**src/rtl/fifo_pkg.sv**
```systemverilog
// fifo_pkg: shared constants and gray-code helpers
// for the fifo_memory pointer logic.
package fifo_pkg;

  localparam int SYNCHRONOUS  = 0;
  localparam int ASYNCHRONOUS = 1;

  // Mask of the low w bits; helpers work on up to 32 bits.
  function automatic logic [31:0] width_mask(
    input int w
  );
    logic [31:0] m;
    if (w >= 32) m = '1;
    else         m = (32'd1 << w) - 32'd1;
    return m;
  endfunction

  function automatic logic [31:0] bin2gray(
    input logic [31:0] b,
    input int          w
  );
    logic [31:0] bm;
    bm = b & width_mask(w);
    return bm ^ (bm >> 1);
  endfunction

  // Each binary bit is the XOR of all gray bits at or above it.
  function automatic logic [31:0] gray2bin(
    input logic [31:0] g,
    input int          w
  );
    logic [31:0] gm;
    logic [31:0] b;
    gm = g & width_mask(w);
    b  = '0;
    for (int i = 0; i < 32; i++) begin
      if (i < w) b = b ^ (gm >> i);
    end
    return b;
  endfunction

endpackage

```
**src/rtl/ptr_sync_2ff.sv**
```systemverilog
// ptr_sync_2ff: two-flop synchroniser for a gray-coded
// pointer, async active-high reset to zero.
module ptr_sync_2ff #(
  parameter int WIDTH = 6
) (
  input  logic             clk,
  input  logic             rst,
  input  logic [WIDTH-1:0] d,
  output logic [WIDTH-1:0] q
);

  logic [WIDTH-1:0] s1_d, s1_q;
  logic [WIDTH-1:0] s2_d, s2_q;

  // Next-stage values: each flop takes the one before it.
  always_comb begin
    s1_d = d;
    s2_d = s1_q;
  end

  // Synchroniser chain, cleared by reset.
  always_ff @(posedge clk or posedge rst) begin
    if (rst) begin
      s1_q <= '0;
      s2_q <= '0;
    end else begin
      s1_q <= s1_d;
      s2_q <= s2_d;
    end
  end

  assign q = s2_q;

endmodule

```
**src/rtl/fifo_memory.sv**
```systemverilog
// fifo_memory: single-clock circular FIFO on a register
// array with full/empty/free-slot status.
module fifo_memory
  import fifo_pkg::*;
#(
  parameter int DATA_WIDTH = 8,
  parameter int ADDR_WIDTH = 5,
  parameter int TYPE       = 0
) (
  input  logic                  clk,
  input  logic                  rst,
  input  logic [DATA_WIDTH-1:0] data_in,
  input  logic                  wr_en,
  output logic                  FIFO_full,
  output logic [ADDR_WIDTH:0]   avail,
  output logic [DATA_WIDTH-1:0] data_out,
  input  logic                  rd_en,
  output logic                  FIFO_empty
);

  localparam int PW    = ADDR_WIDTH + 1;
  localparam int DEPTH = 1 << ADDR_WIDTH;

  logic [DATA_WIDTH-1:0] mem [0:DEPTH-1];

  logic [PW-1:0] wptr_d, wptr_q;
  logic [PW-1:0] rptr_d, rptr_q;
  logic [PW-1:0] wptr, rptr;

  logic [DATA_WIDTH-1:0] data_out_d, data_out_q;

  logic [PW-1:0] wptr_view;
  logic [PW-1:0] rptr_view;
  logic [PW-1:0] used;
  logic          do_wr;
  logic          do_rd;

  assign wptr = wptr_q;
  assign rptr = rptr_q;

  // Opposite-pointer view: direct, or gray 2-flop synced.
  generate
    if (TYPE == ASYNCHRONOUS) begin : g_async
      logic [PW-1:0] wgray, rgray;
      logic [PW-1:0] wgray_s, rgray_s;

      assign wgray = PW'(bin2gray(32'(wptr_q), PW));
      assign rgray = PW'(bin2gray(32'(rptr_q), PW));

      ptr_sync_2ff #(.WIDTH(PW)) u_w2r (
        .clk (clk),
        .rst (rst),
        .d   (wgray),
        .q   (wgray_s)
      );

      ptr_sync_2ff #(.WIDTH(PW)) u_r2w (
        .clk (clk),
        .rst (rst),
        .d   (rgray),
        .q   (rgray_s)
      );

      assign wptr_view = PW'(gray2bin(32'(wgray_s), PW));
      assign rptr_view = PW'(gray2bin(32'(rgray_s), PW));
    end else begin : g_sync
      assign wptr_view = wptr_q;
      assign rptr_view = rptr_q;
    end
  endgenerate

  // Status flags: own pointer against the opposite view.
  always_comb begin
    FIFO_empty = (wptr_view == rptr_q);
    FIFO_full  = (wptr_q[ADDR_WIDTH] !=
                  rptr_view[ADDR_WIDTH]) &&
                 (wptr_q[ADDR_WIDTH-1:0] ==
                  rptr_view[ADDR_WIDTH-1:0]);
    used       = wptr_q - rptr_view;
    avail      = PW'(DEPTH) - used;
  end

  // Qualify requests and compute next pointers and read word.
  always_comb begin
    do_wr      = wr_en && !FIFO_full;
    do_rd      = rd_en && !FIFO_empty;
    wptr_d     = wptr_q + PW'(do_wr);
    rptr_d     = rptr_q + PW'(do_rd);
    data_out_d = data_out_q;
    if (do_rd) begin
      data_out_d = mem[rptr_q[ADDR_WIDTH-1:0]];
    end
  end

  // Pointer and output registers, cleared by reset.
  always_ff @(posedge clk or posedge rst) begin
    if (rst) begin
      wptr_q     <= '0;
      rptr_q     <= '0;
      data_out_q <= '0;
    end else begin
      wptr_q     <= wptr_d;
      rptr_q     <= rptr_d;
      data_out_q <= data_out_d;
    end
  end

  // Storage array; contents are not reset.
  always_ff @(posedge clk) begin
    if (do_wr) begin
      mem[wptr_q[ADDR_WIDTH-1:0]] <= data_in;
    end
  end

  assign data_out = data_out_q;

endmodule

```
**config.mk**
```make
export PLATFORM = sky130hd
export DESIGN_NAME = fifo_memory
export DESIGN_NICKNAME = d
export VERILOG_FILES = /design/src/rtl/fifo_pkg.sv /design/src/rtl/ptr_sync_2ff.sv /design/src/rtl/fifo_memory.sv
export SDC_FILE = /design/constraint.sdc
export NUM_CORES = 1
export LEC_CHECK = 0
export BUFFER_PORTS_ARGS = -buffer_cell sky130_fd_sc_hd__clkbuf_2
export CORE_ASPECT_RATIO = 2
export CORE_MARGIN = 2
export CORE_UTILIZATION = 50
export DETAILED_ROUTE_END_ITERATION = 8
export PLACE_DENSITY = 0.75
export SYNTH_ARGS = -nofsm -noshare
export SYNTH_HDL_FRONTEND = slang
export SYNTH_SLANG_ARGS = --single-unit
```
**constraint.sdc**
```tcl
create_clock -name clk -period 2.97 [get_ports clk]
set_input_delay 0.1485 -clock clk [delete_from_list [all_inputs] [get_ports clk]]
set_output_delay 0.1485 -clock clk [all_outputs]
set_load 0.05 [all_outputs]
```
==> results.toml <==
[outcome]
run_status = "finished clean"

[synth]
syn_area_per_cell_um2 = 18.51
ys_top_cells_by_count = "edfxtp_1, mux4_2, nor2_1"
synth_top_area_cell = "edfxtp_1"
ys_ff_latch = 276
syn_nets = 625
ys_types = 35
syn_area_mm2 = 0.01109
synth_most_common_cell = "edfxtp_1"
synth_seq_area_share_pct = 73.84
synth_edf_count = 256
synthFlopType = "edfxtp_1"
netlist_instances = 599
synth_top_area_share_pct = 69.32
async_flop_share_pct = 7.246
synth_area_leaders = "edfxtp_1, mux4_2, dfrtp_1"
yosys_warnings = 0

[clock_tree]
htree_levels = 1
cts_buffers = 21
clockBufferDepth = 3
clock-sinks = 276
cts.clk_slew.worst_paths_ns = 0.07
cts_tree = "yes"
insertion_delay_ns = 0.51
root_buffer = "clkbuf_16"
post_cts_buffers = 0

[global_routing]
antenna_found_initial = 0
grt_pass1_vias = 6094
overflow = 0
grt_use_met2_pct = 37.64
grtUsageMet3_pct = 2.584
grt-busiest-layer = "met2"
grt_max_degree = 72
grtUsageMet1_pct = 24.30
grt_pass1_wl_um = 36300
track_usage_pct = 21.37

[floorplanning]
die_area_mm2 = 0.02346
start_util_pct = 50.48
coreArea_mm2 = 0.02197
fp.dieW_um = 109.3
die_y_um = 214.6
pin_count = 28
fp-row-count = 77

[finish]
final_layout_size_suffix_gt1_share_pct = 27.27
fin_nets = 684
n_antenna_cell = 0
syn_to_final_growth_pct = 11.50

[route]
drtIter0Drc = 635
wirelength_um = 24070
remaining_drc_errors = 0
drt-pass1-iter-count = 5
avgViaCountPerCell = 5.977
postRouteAntennaNets = 0
vias = 5660
routedWlPerCell_um = 25.42

[place]
dpl.hpwl_um = 15810
gp_congestion = 0.8803
io_buffers = 27

[timing]
skew_ns = 0.01410
finalCriticalPeriod_ns = 2.877
max_freq_mhz = 347.6
setup-violations-final = 0
hold_viol = 0
tns_ns = 0
finalMaxSlewViolations = 0
fin_crit_sh_pct = 96.86
tightest_slew_ns = 0.8180
slew_headroom_pct = 45.41
rsz0062_at_grt = "false"

[setup_path]
r2r-start = "wptr[2]"
path_class = "flip-flop to output pin"
cp.arrival_ns = 2.73
reg2reg_depth = 8
r2r_end = "mem[30][6]"
critPathCapture = "avail[5]"
worstPathMaxFanout = 6
required_ns = 2.82
r2r_slack_ns = 0.23
cp-start-kind = "flip-flop"
crit_path_end_kind = "output pin"
startpoint = "wptr[1]"

[pwr]
leakage_nw = 4.146
power.density_mw_per_mm2 = 1003
finalPower_w = 0.01240
ir_worst_vdd_uv = 1811

[hold_path]
hp-class = "input pin to flip-flop"

[run]
maxCapViolCount = 0
layer usage:
layer | share of wire [%] | vias up
met3 | 4.8 | 73
li1 | - | 2473
met1 | 35 | 2893
met5 | 0 | -
met4 | 6.0 | 0
met2 | 54 | 221
where the power goes:
group	internal (W)	switching (W)
Clock	0.00132	0.00126
Combinational	0.00183	0.00315
Sequential	0.00463	0.000204
Total	0.00779	0.00461
area by class of cell:
type,instances,area (µm²)
fillers,1604,9602
clock inverters,10,63.81
flip-flops and latches,276,8193
multi-input cells,276,2680
inverters,16,60.06
clock buffers,26,544.3
well taps,276,345.3
repair buffers,67,478.0
logic make-up after synthesis:
| group | Yosys count | share of synthesized area, % |
|---|---|---|
| AO/OA/AOI/OAI | 46 | 2.787 |
| flip-flops | 276 | 73.84 |
| adder cells (fa/ha/maj) | 14 | 1.647 |
| XOR/XNOR | 13 | 1.027 |
| multiplexers | 82 | 13.78 |
| buffers and inverters | 47 | 2.065 |
| AND/OR/NAND/NOR | 121 | 4.863 |
worst min-delay path by stage:
stage / endpoint / slack [ns] / from / cells after the start
after floorplan: data_out[0] / 0.11 / rst / 1
after global placement: data_out[7] / 0.29 / rst / 2
after detailed placement: data_out[0] / 0.32 / rst / 2
after CTS: data_out[2] / 0.06 / rd_en / 4
after global routing: data_out[2] / 0.09 / rd_en / 4
final: data_out[2] / 0.08 / rd_en / 4
critical path: stages, from the launching register on:
cell      delay, ns
dfrtp_2        0.42
inv_1          0.09
ha_1           0.31
ha_1           0.17
inv_1          0.07
fa_1           0.46
inv_1          0.07
a21o_1         0.10
a21oi_1        0.09
xnor2_2        0.18
clkbuf_4       0.26
stage by stage:
stage	setup slack [ns]	instance area (µm²)	instances	util [%]	hold WS [ns]
floorplan	0.1301	11100	599	-	0.1123
global placement	0.3604	11740	910	53.46	0.2918
detailed placement	0.2310	11740	910	53.46	0.3165
CTS	0.03857	12360	947	56.28	0.06317
global route	0.001532	12360	947	56.29	0.09314
finish	0.09333	12360	947	56.29	0.08420
state kept, by name, summed over array words and instances, names as in the netlist:
| register | flops |
|---|---|
| data_out | 8 |
| mem | 256 |
| rptr | 6 |
| wptr | 6 |
repair_timing:
item,in CTS,in global routing
endpoints found under the hold margin,20,0
gates resized for setup,1,1
hold buffers,1,0
setup endpoints to repair,1,1
layout by cell type, fill, tap and decap left out, types with 2 or more instances in the layout:
| master | n |
|---|---|
| edfxtp_1 | 256 |
| mux4_2 | 54 |
| nor2_1 | 43 |
| buf_4 | 36 |
| nand2_1 | 31 |
| clkbuf_2 | 26 |
| mux2_2 | 25 |
| a211oi_1 | 21 |
| clkbuf_16 | 21 |
| nand3_1 | 17 |
| dfrtp_1 | 16 |
| inv_1 | 15 |
| nor3_1 | 14 |
| ha_1 | 13 |
| o22ai_1 | 10 |
| a21oi_1 | 10 |
| nor2b_1 | 7 |
| xnor2_1 | 7 |
| xor2_1 | 5 |
| clkbuf_1 | 5 |
| clkinv_2 | 5 |
| dfrtp_2 | 4 |
| mux2i_1 | 3 |
| buf_12 | 3 |
| nand2b_1 | 2 |
| o31ai_1 | 2 |
| a21o_1 | 2 |
| clkinvlp_4 | 2 |
Note: power is estimated with default switching activity, not from simulation.
